<file path="config.mk">
export PLATFORM = sky130hd
export DESIGN_NAME = alu_sequencer_flat
export DESIGN_NICKNAME = d
export VERILOG_FILES = /design/src/rtl/alu_sequencer_if.sv /design/src/rtl/alu_sequencer.sv /design/src/flat_wrapper.sv
export SDC_FILE = /design/constraint.sdc
export NUM_CORES = 1
export LEC_CHECK = 0
export ABC_AREA = 1
export CORE_MARGIN = 5
export CORE_UTILIZATION = 37
export CTS_CLUSTER_DIAMETER = 50
export DETAILED_ROUTE_END_ITERATION = 16
export PLACE_DENSITY = 0.84
export SKIP_LAST_GASP = 1
export SLEW_MARGIN = 0
export SYNTH_ARGS = -nofsm -noshare
export SYNTH_HDL_FRONTEND = slang
export SYNTH_SLANG_ARGS = --single-unit
</file>
<file path="constraint.sdc">
create_clock -name CLK -period 1.2 [get_ports CLK]
set_input_delay 0.18 -clock CLK [delete_from_list [all_inputs] [get_ports CLK]]
set_output_delay 0.18 -clock CLK [all_outputs]
set_load 0.05 [all_outputs]
</file>
<file path="src/rtl/alu_sequencer_if.sv">
// Instruction handshake plus datapath control bundle between a host,
// the ALU sequencer and the 10-bit datapath (register file, A latch, G, bus muxes).
interface alu_sequencer_if #(
    parameter int IW   = 10,
    parameter int NREG = 4
);
    logic            EXEC;
    logic [IW-1:0]   INSTR;
    logic            BUSY;
    logic            DONE;
    logic            ERR;
    logic [3:0]      FN;
    logic [NREG-1:0] RIN;
    logic [NREG-1:0] ROUT;
    logic            EXTERN;
    logic            AIN;
    logic            GIN;
    logic            GOUT;

    // Sequencer side: consumes instructions, issues FN and datapath enables.
    modport master (
        input  EXEC, INSTR,
        output BUSY, DONE, ERR, FN, RIN, ROUT, EXTERN, AIN, GIN, GOUT
    );

    // Host / datapath side.
    modport slave (
        output EXEC, INSTR,
        input  BUSY, DONE, ERR, FN, RIN, ROUT, EXTERN, AIN, GIN, GOUT
    );
endinterface

</file>
<file path="src/rtl/alu_sequencer.sv">
// Multi-cycle control unit: latches one instruction per EXEC handshake and
// steps register file, A latch, G register and bus muxes through IDLE/T1/T2/T3.
module alu_sequencer #(
    parameter int IW   = 10,
    parameter int NREG = 4
) (
    input  logic            CLK,
    input  logic            RSTN,
    alu_sequencer_if.master bus
);

    localparam logic [1:0] IDLE = 2'd0;
    localparam logic [1:0] T1   = 2'd1;
    localparam logic [1:0] T2   = 2'd2;
    localparam logic [1:0] T3   = 2'd3;

    localparam logic [3:0] OP_LOAD     = 4'h0;
    localparam logic [3:0] OP_COPY     = 4'h1;
    localparam logic [3:0] OP_LAST_ALU = 4'hB;

    logic [1:0]    state;
    logic [1:0]    state_nxt;
    logic [IW-1:0] ir;

    logic [3:0] opcode;
    logic [1:0] rx;
    logic [1:0] ry;
    logic       is_load;
    logic       is_copy;
    logic       is_alu;
    logic       is_illegal;

    logic            busy;
    logic            done;
    logic            err;
    logic [3:0]      fn;
    logic [NREG-1:0] rin;
    logic [NREG-1:0] rout;
    logic            extern_en;
    logic            ain;
    logic            gin;
    logic            gout;

    // Reserved instruction bits are carried in IR but never decoded.
    logic unused_rsvd;
    assign unused_rsvd = ^ir[1:0];

    function automatic logic [NREG-1:0] reg_sel(input logic [1:0] idx);
        logic [NREG-1:0] sel;
        sel = '0;
        for (int i = 0; i < NREG; i++) begin
            if (int'(idx) == i) sel[i] = 1'b1;
        end
        return sel;
    endfunction

    assign opcode     = ir[9:6];
    assign rx         = ir[5:4];
    assign ry         = ir[3:2];
    assign is_load    = (opcode == OP_LOAD);
    assign is_copy    = (opcode == OP_COPY);
    assign is_illegal = (opcode > OP_LAST_ALU);
    assign is_alu     = !is_load && !is_copy && !is_illegal;

    always_comb begin
        state_nxt = state;
        case (state)
            IDLE:    if (bus.EXEC) state_nxt = T1;
            T1:      state_nxt = is_alu ? T2 : IDLE;
            T2:      state_nxt = T3;
            T3:      state_nxt = IDLE;
            default: state_nxt = IDLE;
        endcase
    end

    // IR only loads on accept, so INSTR changes mid-instruction are invisible.
    always_ff @(posedge CLK or negedge RSTN) begin
        if (!RSTN) begin
            state <= IDLE;
            ir    <= '0;
        end else begin
            state <= state_nxt;
            if (state == IDLE && bus.EXEC) ir <= bus.INSTR;
        end
    end

    // Outputs depend only on registered state and IR.
    always_comb begin
        busy      = (state != IDLE);
        done      = 1'b0;
        err       = 1'b0;
        fn        = 4'h0;
        rin       = '0;
        rout      = '0;
        extern_en = 1'b0;
        ain       = 1'b0;
        gin       = 1'b0;
        gout      = 1'b0;
        case (state)
            T1: begin
                if (is_load) begin
                    extern_en = 1'b1;
                    rin       = reg_sel(rx);
                    done      = 1'b1;
                end else if (is_copy) begin
                    rout = reg_sel(ry);
                    rin  = reg_sel(rx);
                    done = 1'b1;
                end else if (is_alu) begin
                    rout = reg_sel(rx);
                    ain  = 1'b1;
                end else begin
                    done = 1'b1;
                    err  = 1'b1;
                end
            end
            T2: begin
                rout = reg_sel(ry);
                fn   = opcode;
                gin  = 1'b1;
            end
            T3: begin
                gout = 1'b1;
                rin  = reg_sel(rx);
                done = 1'b1;
            end
            default: ;
        endcase
    end

    assign bus.BUSY   = busy;
    assign bus.DONE   = done;
    assign bus.ERR    = err;
    assign bus.FN     = fn;
    assign bus.RIN    = rin;
    assign bus.ROUT   = rout;
    assign bus.EXTERN = extern_en;
    assign bus.AIN    = ain;
    assign bus.GIN    = gin;
    assign bus.GOUT   = gout;

    a_single_bus_driver: assert property (@(posedge CLK) disable iff (!RSTN)
        $onehot0({|rout, extern_en, gout}));
    a_rin_onehot0: assert property (@(posedge CLK) disable iff (!RSTN)
        $onehot0(rin));
    a_rout_onehot0: assert property (@(posedge CLK) disable iff (!RSTN)
        $onehot0(rout));

endmodule

</file>
<file path="src/flat_wrapper.sv">
// flat-port wrapper written by rule: the top's interface ports become plain ports
module alu_sequencer_flat 
#(
    parameter int IW   = 10,
    parameter int NREG = 4
)
  (CLK, RSTN, bus_EXEC, bus_INSTR, bus_BUSY, bus_DONE, bus_ERR, bus_FN, bus_RIN, bus_ROUT, bus_EXTERN, bus_AIN, bus_GIN, bus_GOUT);
  alu_sequencer_if #(.IW(IW), .NREG(NREG)) bus_i ();
  input  logic CLK;
  input  logic RSTN;
  input wire logic [$bits(bus_i.EXEC)-1:0] bus_EXEC;
  input wire logic [$bits(bus_i.INSTR)-1:0] bus_INSTR;
  output wire logic [$bits(bus_i.BUSY)-1:0] bus_BUSY;
  output wire logic [$bits(bus_i.DONE)-1:0] bus_DONE;
  output wire logic [$bits(bus_i.ERR)-1:0] bus_ERR;
  output wire logic [$bits(bus_i.FN)-1:0] bus_FN;
  output wire logic [$bits(bus_i.RIN)-1:0] bus_RIN;
  output wire logic [$bits(bus_i.ROUT)-1:0] bus_ROUT;
  output wire logic [$bits(bus_i.EXTERN)-1:0] bus_EXTERN;
  output wire logic [$bits(bus_i.AIN)-1:0] bus_AIN;
  output wire logic [$bits(bus_i.GIN)-1:0] bus_GIN;
  output wire logic [$bits(bus_i.GOUT)-1:0] bus_GOUT;
  assign bus_i.EXEC = bus_EXEC;
  assign bus_i.INSTR = bus_INSTR;
  assign bus_BUSY = bus_i.BUSY;
  assign bus_DONE = bus_i.DONE;
  assign bus_ERR = bus_i.ERR;
  assign bus_FN = bus_i.FN;
  assign bus_RIN = bus_i.RIN;
  assign bus_ROUT = bus_i.ROUT;
  assign bus_EXTERN = bus_i.EXTERN;
  assign bus_AIN = bus_i.AIN;
  assign bus_GIN = bus_i.GIN;
  assign bus_GOUT = bus_i.GOUT;
  alu_sequencer #(.IW(IW), .NREG(NREG)) u_core (.CLK(CLK), .RSTN(RSTN), .bus(bus_i));
endmodule
</file>
==> flow_summary.json, run 1 <==
{
  "clock_tree.buffer_depth": 2,
  "ys_warn_count": 0,
  "synth_top_family_by_area": "simple AND/OR/NAND/NOR gates",
  "cts-hold-fix-buffers": 0,
  "ys_seq_elements": 10,
  "portBuffers": 29,
  "cts_resized": 55,
  "error": "[ERROR DPL-0033] detailed placement checks failed during check placement.",
  "synth-simple-area-share_pct": 28.9,
  "place_ws_ns": -0.336,
  "numCtsBuffers": 3,
  "netlist_area_um2": 757,
  "ys_seq_area_share_pct": 33.1,
  "yosys.area.top_type_share_pct": 33.1,
  "synth_compound_area_share_pct": 14.2,
  "cts-htree-levels": 1,
  "synthMuxAreaShare_pct": 4.46,
  "postCtsSetupBuffers": 6,
  "hpwlAfterDp_mm": 2.76,
  "syn_nets": 125,
  "flow.stopped_at": "clock tree synthesis",
  "synth_cell_type_count": 23,
  "numClockSinks": 10,
  "synth_top_area_cell": "dfrtp_1",
  "cts_root_buffer": "clkbuf_4",
  "synth_common_cells": "19 x inv_1, 19 x nand2_1, 15 x nor2_1",
  "synth_adder_area_share_pct": 8.26,
  "num_rows": 16,
  "synthTopCellsByArea": "dfrtp_1 33%, inv_1 9.4%, nand2_1 9.4%",
  "start_util_pct": 38.6,
  "avgSynthCellArea_um2": 7.07,
  "die_x_um": 55.2,
  "status": "did not finish",
  "synth_cells": 107,
  "io_pins": 32,
  "die-height_um": 55.2,
  "synth_ff_type": "dfrtp_1",
  "synth-xor-area-share_pct": 0,
  "async_flop_share_pct": 100,
  "gp_congestion": 0.916,
  "synth_edf_count": 0
}
[per-stage QoR]
step / cell area (um2) / instances / utilization, % / hold slack [ns]
after floorplan: 923 / 107 / - / -0.116
after global placement: 1660 / 193 / 84.6 / 0.536
after detailed placement: 1660 / 193 / 84.6 / 0.539
[logic make-up after synthesis]
group | after synthesis
AOI/OAI and AO/OA | 19
DFF | 10
adders and majority gates | 5
buffers and inverters | 22
and+or+nand+nor | 48
muxes | 3
==> inputs of run 2 (changes only) <==
CORE_AREA = 5 5 66 68   (was default)
CORE_MARGIN = default   (was 5)
CORE_UTILIZATION = default   (was 37)
CTS_CLUSTER_DIAMETER = default   (was 50)
DIE_AREA = 0 0 71 73   (was default)
PLACE_DENSITY = default   (was 0.84)
PLACE_DENSITY_LB_ADDON = 0.15   (was default)
clock period = 1.6 ns   (was 1.2 ns; I/O delays follow)
==> run 2 against run 1 <==
  * The flow now finishes, with violations (negative setup slack)
  * Synthesized area stayed put
  * Synthesized cell count stayed put
==> flow_summary.json, run 2 <==
{
  "ys_seq_area_share_pct": 33.1,
  "final_area_mm2": 0.00174,
  "yosys.area.top_type_share_pct": 33.1,
  "place_area_mm2": 0.00150,
  "rr_worst_depth": 5,
  "die-height_um": 73,
  "power_frac_seq_pct": 13.6,
  "grt_pass1_wl_mm": 4.07,
  "netlist_area_um2": 757,
  "multi_input_area_um2": 633,
  "seq_area_um2": 254,
  "diodes": 0,
  "start_util_pct": 19.9,
  "switching_power_mw": 1.93,
  "drive_gt1_share_pct": 61.9,
  "setup_viol": 15,
  "numClockSinks": 10,
  "instances_no_fill": 210,
  "synthTopCellsByArea": "dfrtp_1 33%, inv_1 9.4%, nand2_1 9.4%",
  "insertion_delay_ns": 0.23,
  "path_buf_inv": 2,
  "drt_iter0_markers": 12,
  "hpwlAfterDp_mm": 1.91,
  "p_clk_share_pct": 8.0,
  "powerDensity_mw_per_mm2": 2260,
  "track_usage_pct": 9.94,
  "num_vias": 857,
  "layout_common_cells": "20 x buf_4, 19 x buf_12, 10 x nand2_1, 10 x clkdlybuf4s50_1",
  "crit_chain": "nor2_4 > nand2_4 > o21ai_2 > inv_2 > nor3_4 > buf_12",
  "largest_register_ffs": 8,
  "io_pins": 32,
  "crit_required_ns": 1.36,
  "synth_cell_type_count": 23,
  "top_regs": "u_core.ir x8, u_core.state x1",
  "maxCapViolations": 0,
  "rsz0062_at_grt": "true",
  "clock.fmax_mhz": 585,
  "status": "finished, violations left",
  "avgViaCountPerCell": 4.08,
  "cts-htree-levels": 1,
  "grt_remaining_overflow": 0,
  "cp_slowest_cell": "dfrtp_1",
  "maxSlewHeadroom_pct": 67.0,
  "synth_top_area_cell": "dfrtp_1",
  "syn_to_final_growth_pct": 130,
  "core_area_mm2": 0.00380,
  "ys_warn_count": 0,
  "worst-slew-pin-transition_ns": 0.494,
  "die_area_mm2": 0.00518,
  "synth_edf_count": 0,
  "regToRegSetupSlack_ns": 0.28,
  "hold_viol": 0,
  "synth_common_cells": "19 x inv_1, 19 x nand2_1, 15 x nor2_1",
  "regMostFlops": "u_core.ir",
  "critPathMaxFanout": 6,
  "slew_violations": 0,
  "intPower_mw": 2.00,
  "dr.pass1.iters": 4,
  "portBuffers": 29,
  "clock_tree.buffer_depth": 2,
  "worst_slack_ns": -0.110,
  "ys_seq_elements": 10,
  "crit_path_max_incr_delay_ns": 0.42,
  "ant_nets": 0,
  "antenna_found_initial": 0,
  "violations": "negative setup slack",
  "syn_nets": 125,
  "synth_ff_type": "dfrtp_1",
  "gp_congestion": 0.766,
  "totalWireLength_mm": 2.34,
  "combPwrFrac_pct": 78.5,
  "num_rows": 23,
  "critical-path-top-delay-family": "simple AND/OR/NAND/NOR gates",
  "avgSynthCellArea_um2": 7.07,
  "cp-start-kind": "register",
  "first_global_vias": 936,
  "numCtsBuffers": 3,
  "async_flop_share_pct": 100,
  "grt_max_degree": 11,
  "synth_cells": 107,
  "cts_root_buffer": "clkbuf_8",
  "swShare_pct": 49.2,
  "hold_path_class": "in -> async",
  "path_class": "reg -> out",
  "fin_crit_sh_pct": 107,
  "dp.cells": 194,
  "worst_setup_path_end_kind": "primary output",
  "timing.rr.end": "u_core.ir[9]$_DFFE_PN0P_",
  "remaining_drc_errors": 0,
  "layout_commonest_cell": "buf_4",
  "cts_tree": "yes",
  "peakVddDrop_mv": 0.949,
  "die_x_um": 71,
  "fin_crit_ns": 1.71,
  "final_nets": 179,
  "clk_pin_slew_worst_paths_ns": 0.05,
  "skew_ns": 0.000160,
  "routedWlPerCell_um": 11.1,
  "worstPathArrival_ns": 1.47,
  "n_fill_cell": 393,
  "leakage_nw": 0.757
}
-- run 2: cell families (layout without fill, tap and decap cells) --
group,Yosys count,in the layout,share of synthesized area [%]
AO/OA/AOI/OAI,19,19,14.2
adder cells (fa/ha/maj),5,5,8.26
buffers and inverters,22,75,11.1
flip-flops,10,10,33.1
multiplexers,3,3,4.46
AND/OR/NAND/NOR,48,48,28.9
-- run 2: layout make-up --
type / instances / share of cell area [%]
Timing Repair Buffer: 51 / 37.5
Sequential cell: 10 / 14.6
Clock buffer: 4 / 3.16
Multi-Input combinational cell: 75 / 36.4
Tap cell: 50 / 3.59
Inverter: 20 / 4.74
-- run 2: metrics by stage --
step	utilization, %	power (mW)	hold slack, ns	setup TNS, ns	setup slack [ns]
after floorplan	-	2.10	-0.0556	-0.225	-0.0890
after global placement	39.4	3.14	0.613	0	0.0295
after detailed placement	39.4	3.17	0.608	0	0.0115
after CTS	44.9	3.88	0.357	-1.17	-0.153
after global routing	45.8	4.19	0.374	-2.10	-0.215
final	45.8	3.93	0.342	-0.821	-0.110
-- run 2: metal layers --
metal	vias to the layer above	track usage (%)	wire, um
met2	20	18.2	1280
met3	4	2.07	77
met5	-	0	0
met4	0	6.05	49
li1	441	-	-
met1	392	10.4	931
-- run 2: what timing repair did --
item / 4_1_cts / 5_1_grt
buffers inserted: 11 / 1
resized for setup: 23 / 10
setup endpoints to repair: 16 / 16
pin swaps: 13 / 8
hold buffers: 0 / 0
-- run 2: how the worst max path moves through the flow --
| stage | from | endpoint | slack (ns) | cells past startpoint |
|---|---|---|---|---|
| 6_report | u_core.ir[9]$_DFFE_PN0P_ | bus_RIN[2] | -0.11 | 6 |
| 5_1_grt | u_core.ir[7]$_DFFE_PN0P_ | bus_ROUT[3] | -0.22 | 8 |
| 4_1_cts | u_core.ir[8]$_DFFE_PN0P_ | bus_RIN[2] | -0.15 | 6 |
| 3_5_place_dp | u_core.state[0]$_DFFE_PN0P_ | bus_ROUT[1] | 0.01 | 6 |
| 3_3_place_gp | u_core.ir[9]$_DFFE_PN0P_ | bus_RIN[2] | 0.03 | 6 |
| 2_1_floorplan | u_core.state[0]$_DFFE_PN0P_ | bus_ROUT[0] | -0.09 | 5 |
-- run 2: power groups by stage --
stage / clock network (mW) / logic (mW) / registers [mW]
final: 0.314 / 3.09 / 0.534
after global routing: 0.342 / 3.29 / 0.555
after detailed placement: 0 / 2.64 / 0.533
after global placement: 0 / 2.62 / 0.524
after floorplan: 0 / 1.57 / 0.524
after CTS: 0.322 / 3.02 / 0.531
-- run 2: worst reg2reg max path: cells and delay by family (launching register included) --
| kind | cells | cell delay, ns |
|---|---|---|
| buf+inv | 2 | 0.20 |
| fa+ha+maj | 1 | 0.15 |
| mux | 1 | 0.35 |
| flops | 1 | 0.36 |
| simple gates | 1 | 0.15 |
Power figures use the tool's default switching activity.
==> inputs of run 3 (changes only) <==
==> constraint.sdc (replaced) <==
create_clock -name CLK -period 1.6 [get_ports CLK]
set_input_delay 0.32 -clock CLK [delete_from_list [all_inputs] [get_ports CLK]]
set_output_delay 0.32 -clock CLK [all_outputs]
set_load 0.05 [all_outputs]
==> run 3 against run 2 <==
  * The flow still finishes with violations (negative setup slack)
  * Wire length up 3.1%
  * Sequential share of layout area shrank 0.70 points
  * Register-to-register slack got worse by 0.09 ns
  * Clock power is 2% higher
  * Maximum frequency fell by 7.1%
  * Clock-buffer cell count did not move
  * Clock skew increased by 0.0030 ns
  * Non-clock buffer count is 4 higher
  * Total power rose by 4.9%
  * Highest routed layer unchanged
  * Worst hold slack better by 0.073 ns
  * Combinational power grew 6.5%
==> flow_summary.json, run 3 (synthesis gave the netlist of run 2 again) <==
{
  "instances_no_fill": 214,
  "setup_viol": 16,
  "worst_setup_path_end_kind": "primary output",
  "peakVddDrop_mv": 0.941,
  "critPathMaxFanout": 4,
  "crit_required_ns": 1.28,
  "p_clk_share_pct": 7.7,
  "layout_commonest_cell": "buf_4",
  "leakage_nw": 0.784,
  "setup_tns_ns": -2.46,
  "cp-start-kind": "register",
  "top_regs": "u_core.ir x8, u_core.state x1",
  "cp_slowest_cell": "dfrtp_2",
  "hold_viol": 0,
  "grt_remaining_overflow": 0,
  "fin_crit_ns": 1.84,
  "track_usage_pct": 9.57,
  "clock.fmax_mhz": 543,
  "remaining_drc_errors": 0,
  "first_global_vias": 907,
  "crit_path_max_incr_delay_ns": 0.41,
  "switching_power_mw": 2.03,
  "hpwlAfterDp_mm": 1.94,
  "drt_iter0_markers": 11,
  "layout_common_cells": "20 x buf_4, 19 x buf_12, 11 x nand2_1",
  "cts_tree": "yes",
  "ant_nets": 0,
  "insertion_delay_ns": 0.24,
  "worst-slew-pin-transition_ns": 0.490,
  "use_met3_pct": 1.52,
  "clock_tree.buffer_depth": 2,
  "dr.pass1.iters": 4,
  "cts-htree-levels": 1,
  "powerDensity_mw_per_mm2": 2260,
  "final_area_mm2": 0.00183,
  "antenna_found_initial": 0,
  "n_fill_cell": 375,
  "numClockSinks": 10,
  "hold_path_class": "in -> async",
  "largest_register_ffs": 8,
  "grt_use_met1_pct": 10.3,
  "num_vias": 892,
  "die_x_um": 71,
  "combPwrFrac_pct": 79.6,
  "clk_pin_slew_worst_paths_ns": 0.05,
  "fin_crit_sh_pct": 115,
  "gp_congestion": 0.719,
  "totalWireLength_mm": 2.41,
  "grt_pass1_wl_mm": 3.95,
  "start_util_pct": 19.9,
  "grt_max_degree": 11,
  "rsz0062_at_grt": "true",
  "numCtsBuffers": 3,
  "num_rows": 23,
  "skew_ns": 0.00315,
  "dp.cells": 202,
  "diodes": 0,
  "maxSlewHeadroom_pct": 67.2,
  "top_usage_layer": "met2",
  "intPower_mw": 2.10,
  "swShare_pct": 49.2,
  "worst_slack_ns": -0.240,
  "regMostFlops": "u_core.ir",
  "core_area_mm2": 0.00380,
  "cts_root_buffer": "clkbuf_8",
  "timing.hold.ws_ns": 0.415,
  "die_area_mm2": 0.00518,
  "io_pins": 32,
  "maxCapViolations": 0,
  "place_area_mm2": 0.00157,
  "syn_to_final_growth_pct": 141,
  "portBuffers": 29,
  "avgViaCountPerCell": 4.17,
  "power_frac_seq_pct": 12.6,
  "slew_violations": 0,
  "routedWlPerCell_um": 11.3,
  "crit_chain": "nor2_4 > buf_4 > buf_6 > a31oi_4 > nand2_2 > a21oi_4 > buf_12",
  "worstPathArrival_ns": 1.52,
  "die-height_um": 73,
  "status": "finished, violations left",
  "use_met2_pct": 18.2,
  "violations": "negative setup slack",
  "final_nets": 183,
  "drive_gt1_share_pct": 61.0,
  "path_class": "reg -> out"
}
-- run 3: final cells by class --
type	count	area, um2	share of cell area, %
timing repair buffer	55	702	38.4
multi-input combinational	75	659	36.1
sequential	10	254	13.9
inverter	20	95.1	5.20
tap	50	62.6	3.42
clock buffer	4	55.1	3.01
-- run 3: final timing paths --
check	startpoint	end	slack (ns)	depth (start not counted)
max	u_core.ir[9]$_DFFE_PN0P_	bus_ROUT[1]	-0.24	7
min in group CLK	u_core.ir[7]$_DFFE_PN0P_	u_core.ir[7]$_DFFE_PN0P_	0.60	2
min reg2reg	u_core.ir[7]$_DFFE_PN0P_	u_core.ir[7]$_DFFE_PN0P_	0.60	2
max reg2reg	u_core.ir[9]$_DFFE_PN0P_	register	0.19	9
max in group asynchronous	RSTN	u_core.state[0]$_DFFE_PN0P_	0.82	1
min	RSTN	u_core.ir[4]$_DFFE_PN0P_	0.42	1
-- run 3: metal layers --
metal | vias up | wire, um
li1 | 448 | -
met4 | 0 | 14
met5 | - | 0
met2 | 13 | 1350
met1 | 429 | 969
met3 | 2 | 74
-- run 3: through the flow --
step | setup slack (ns) | power, mW | util (%)
finish | -0.240 | 4.13 | 48.1
global route | -0.310 | 4.38 | 48.1
CTS | -0.216 | 3.90 | 45.4
detailed placement | -0.0375 | 3.33 | 41.4
global placement | -0.0100 | 3.30 | 41.4
floorplan | -0.149 | 2.13 | -
-- run 3: worst max-delay path, delay by kind of cell (launching register included) --
| kind | cells | cell delay (ns) |
|---|---|---|
| flops | 1 | 0.41 |
| buf+inv | 3 | 0.40 |
| compound gates | 2 | 0.31 |
| simple gates | 2 | 0.16 |
-- run 3: what timing repair did --
action	4_1_cts	5_1_grt
endpoints found under the setup margin	17	17
buffers inserted	4	4
gates resized for setup	19	21
hold buffers	0	0
pin swaps	16	13
-- run 3: power groups by stage --
| stage | Combinational [mW] | Clock, mW | Sequential [mW] |
|---|---|---|---|
| floorplan | 1.61 | 0 | 0.523 |
| global placement | 2.80 | 0 | 0.508 |
| detailed placement | 2.82 | 0 | 0.515 |
| CTS | 3.06 | 0.328 | 0.511 |
| global route | 3.50 | 0.338 | 0.542 |
| finish | 3.29 | 0.319 | 0.522 |
==> inputs of run 4 (changes only) <==
CELL_PAD_IN_SITES_DETAIL_PLACEMENT = 1   (was default)
CELL_PAD_IN_SITES_GLOBAL_PLACEMENT = 1   (was default)
==> run 4 against run 3 <==
  * The flow still finishes with violations (negative setup slack)
  * Die area unchanged
  * Clock power up 3%
  * Final area up 1.8%
  * Global-route usage up 2.2 points
  * Combinational power up 4%
  * Sequential cell count unchanged
  * Critical path depth down 1
  * Setup slack better by 0.0041 ns
  * Maximum frequency up 0.22%
  * Utilization up 0.89 points
  * Largest power group unchanged
==> flow_summary.json, run 4 (synthesis gave the netlist of run 2 again) <==
{
  "status": "finished, violations left",
  "violations": "negative setup slack",
  "skew_ns": 0.00233,
  "clock_tree.buffer_depth": 2,
  "worst_setup_path_end_kind": "primary output",
  "power_mw": 4.29,
  "diodes": 0,
  "top_regs": "u_core.ir x8, u_core.state x1",
  "final_nets": 186,
  "dr.pass1.iters": 2,
  "timing.rr.end": "u_core.ir[8]$_DFFE_PN0P_",
  "antenna_found_initial": 0,
  "maxSlewHeadroom_pct": 65.7,
  "crit_required_ns": 1.28,
  "rsz0062_at_grt": "true",
  "cts-htree-levels": 1,
  "final_area_mm2": 0.00186,
  "syn_to_final_growth_pct": 146,
  "gp_congestion": 0.771,
  "fin_crit_sh_pct": 115,
  "portBuffers": 29,
  "die_x_um": 71,
  "critPathMaxFanout": 7,
  "place_area_mm2": 0.00160,
  "cp-start-kind": "register",
  "layout_common_cells": "23 x buf_4, 19 x buf_12, 10 x nor2_1, 10 x nand2_1, 10 x clkdlybuf4s50_1",
  "maxCapViolations": 0,
  "grt_remaining_overflow": 0,
  "layout_commonest_cell": "buf_4",
  "cts_root_buffer": "clkbuf_8",
  "hold_path_class": "in -> async",
  "first_global_vias": 1062,
  "core_area_mm2": 0.00380,
  "peakVddDrop_mv": 0.784,
  "largest_register_ffs": 8,
  "totalWireLength_mm": 2.77,
  "hold_viol": 0,
  "track_usage_pct": 11.8,
  "ant_nets": 0,
  "worstPathArrival_ns": 1.52,
  "slew_violations": 0,
  "regMostFlops": "u_core.ir",
  "worst_slack_ns": -0.236,
  "cts-hold-fix-buffers": 0,
  "numClockSinks": 10,
  "clk_pin_slew_worst_paths_ns": 0.05,
  "regToRegSetupSlack_ns": 0.14,
  "die-height_um": 73,
  "setup_tns_ns": -2.54,
  "die_area_mm2": 0.00518,
  "leakage_nw": 0.786,
  "setup_viol": 16,
  "powerDensity_mw_per_mm2": 2310,
  "numCtsBuffers": 3,
  "avgViaCountPerCell": 4.29,
  "start_util_pct": 19.9,
  "grt_max_degree": 11,
  "routedWlPerCell_um": 12.8,
  "hpwlAfterDp_mm": 2.21,
  "remaining_drc_errors": 0,
  "n_fill_cell": 441,
  "place_ws_ns": -0.0250,
  "drt_iter0_markers": 6,
  "path_class": "reg -> out",
  "num_rows": 23,
  "clock.fmax_mhz": 545,
  "cts_tree": "yes",
  "worst-slew-pin-transition_ns": 0.513,
  "rr_worst_depth": 5,
  "drive_gt1_share_pct": 64.1,
  "fin_util_pct": 49.0,
  "insertion_delay_ns": 0.24,
  "fin_crit_ns": 1.84,
  "io_pins": 32,
  "grt_pass1_wl_mm": 4.74,
  "num_vias": 931
}
run 4: worst max-delay path by stage:
stage	start	end	slack (ns)
6_report	u_core.ir[9]$_DFFE_PN0P_	bus_RIN[2]	-0.24
5_1_grt	u_core.ir[9]$_DFFE_PN0P_	bus_RIN[2]	-0.31
4_1_cts	u_core.ir[8]$_DFFE_PN0P_	bus_RIN[2]	-0.23
3_5_place_dp	u_core.ir[9]$_DFFE_PN0P_	bus_RIN[2]	-0.03
3_3_place_gp	u_core.ir[9]$_DFFE_PN0P_	bus_RIN[2]	-0.005
2_1_floorplan	register	bus_RIN[2]	-0.15
run 4: area by class of cell:
| class | instances | area [um2] | share of cell area, % |
|---|---|---|---|
| Multi-Input combinational cell | 75 | 666 | 35.8 |
| Sequential cell | 10 | 254 | 13.6 |
| Tap cell | 50 | 62.6 | 3.36 |
| Clock buffer | 4 | 55.1 | 2.96 |
| Timing Repair Buffer | 58 | 724 | 38.9 |
| Inverter | 20 | 100 | 5.38 |
run 4: worst max-delay path, cell delays in order (launching register included):
cell and delay, ns:
dfrtp_1 0.43, nor2_4 0.19, nand2_4 0.12, o21ai_4 0.16, inv_4 0.08, nor3_4 0.15
buf_12 0.16
run 4: timing repair:
action,CTS,global route
setup endpoints to repair,16,18
resized for setup,31,13
pin swaps,15,10
setup buffers,5,2
run 4: through the flow:
step                      hold slack, ns  cells
final                              0.420    217
after global routing               0.467    217
after CTS                          0.446    215
after detailed placement           0.614    206
after global placement             0.573    206
after floorplan                   0.0244    107
run 4: routing by layer:
metal | share of wire, % | global-route usage [%] | vias to the layer above | wire length, um
li1 | - | - | 457 | -
met1 | 38 | 12.1 | 448 | 1060
met2 | 56 | 22.6 | 20 | 1550
met3 | 3.7 | 2.34 | 6 | 103
met4 | 2.2 | 5.85 | 0 | 61
met5 | 0 | 0 | - | 0
run 4: power by group:
part / switching (mW) / internal [mW] / leakage [nW] / total [mW]
registers: 0.154 / 0.384 / 0.111 / 0.538
clock network: 0.112 / 0.217 / 0.0288 / 0.330
logic: 1.84 / 1.58 / 0.647 / 3.42
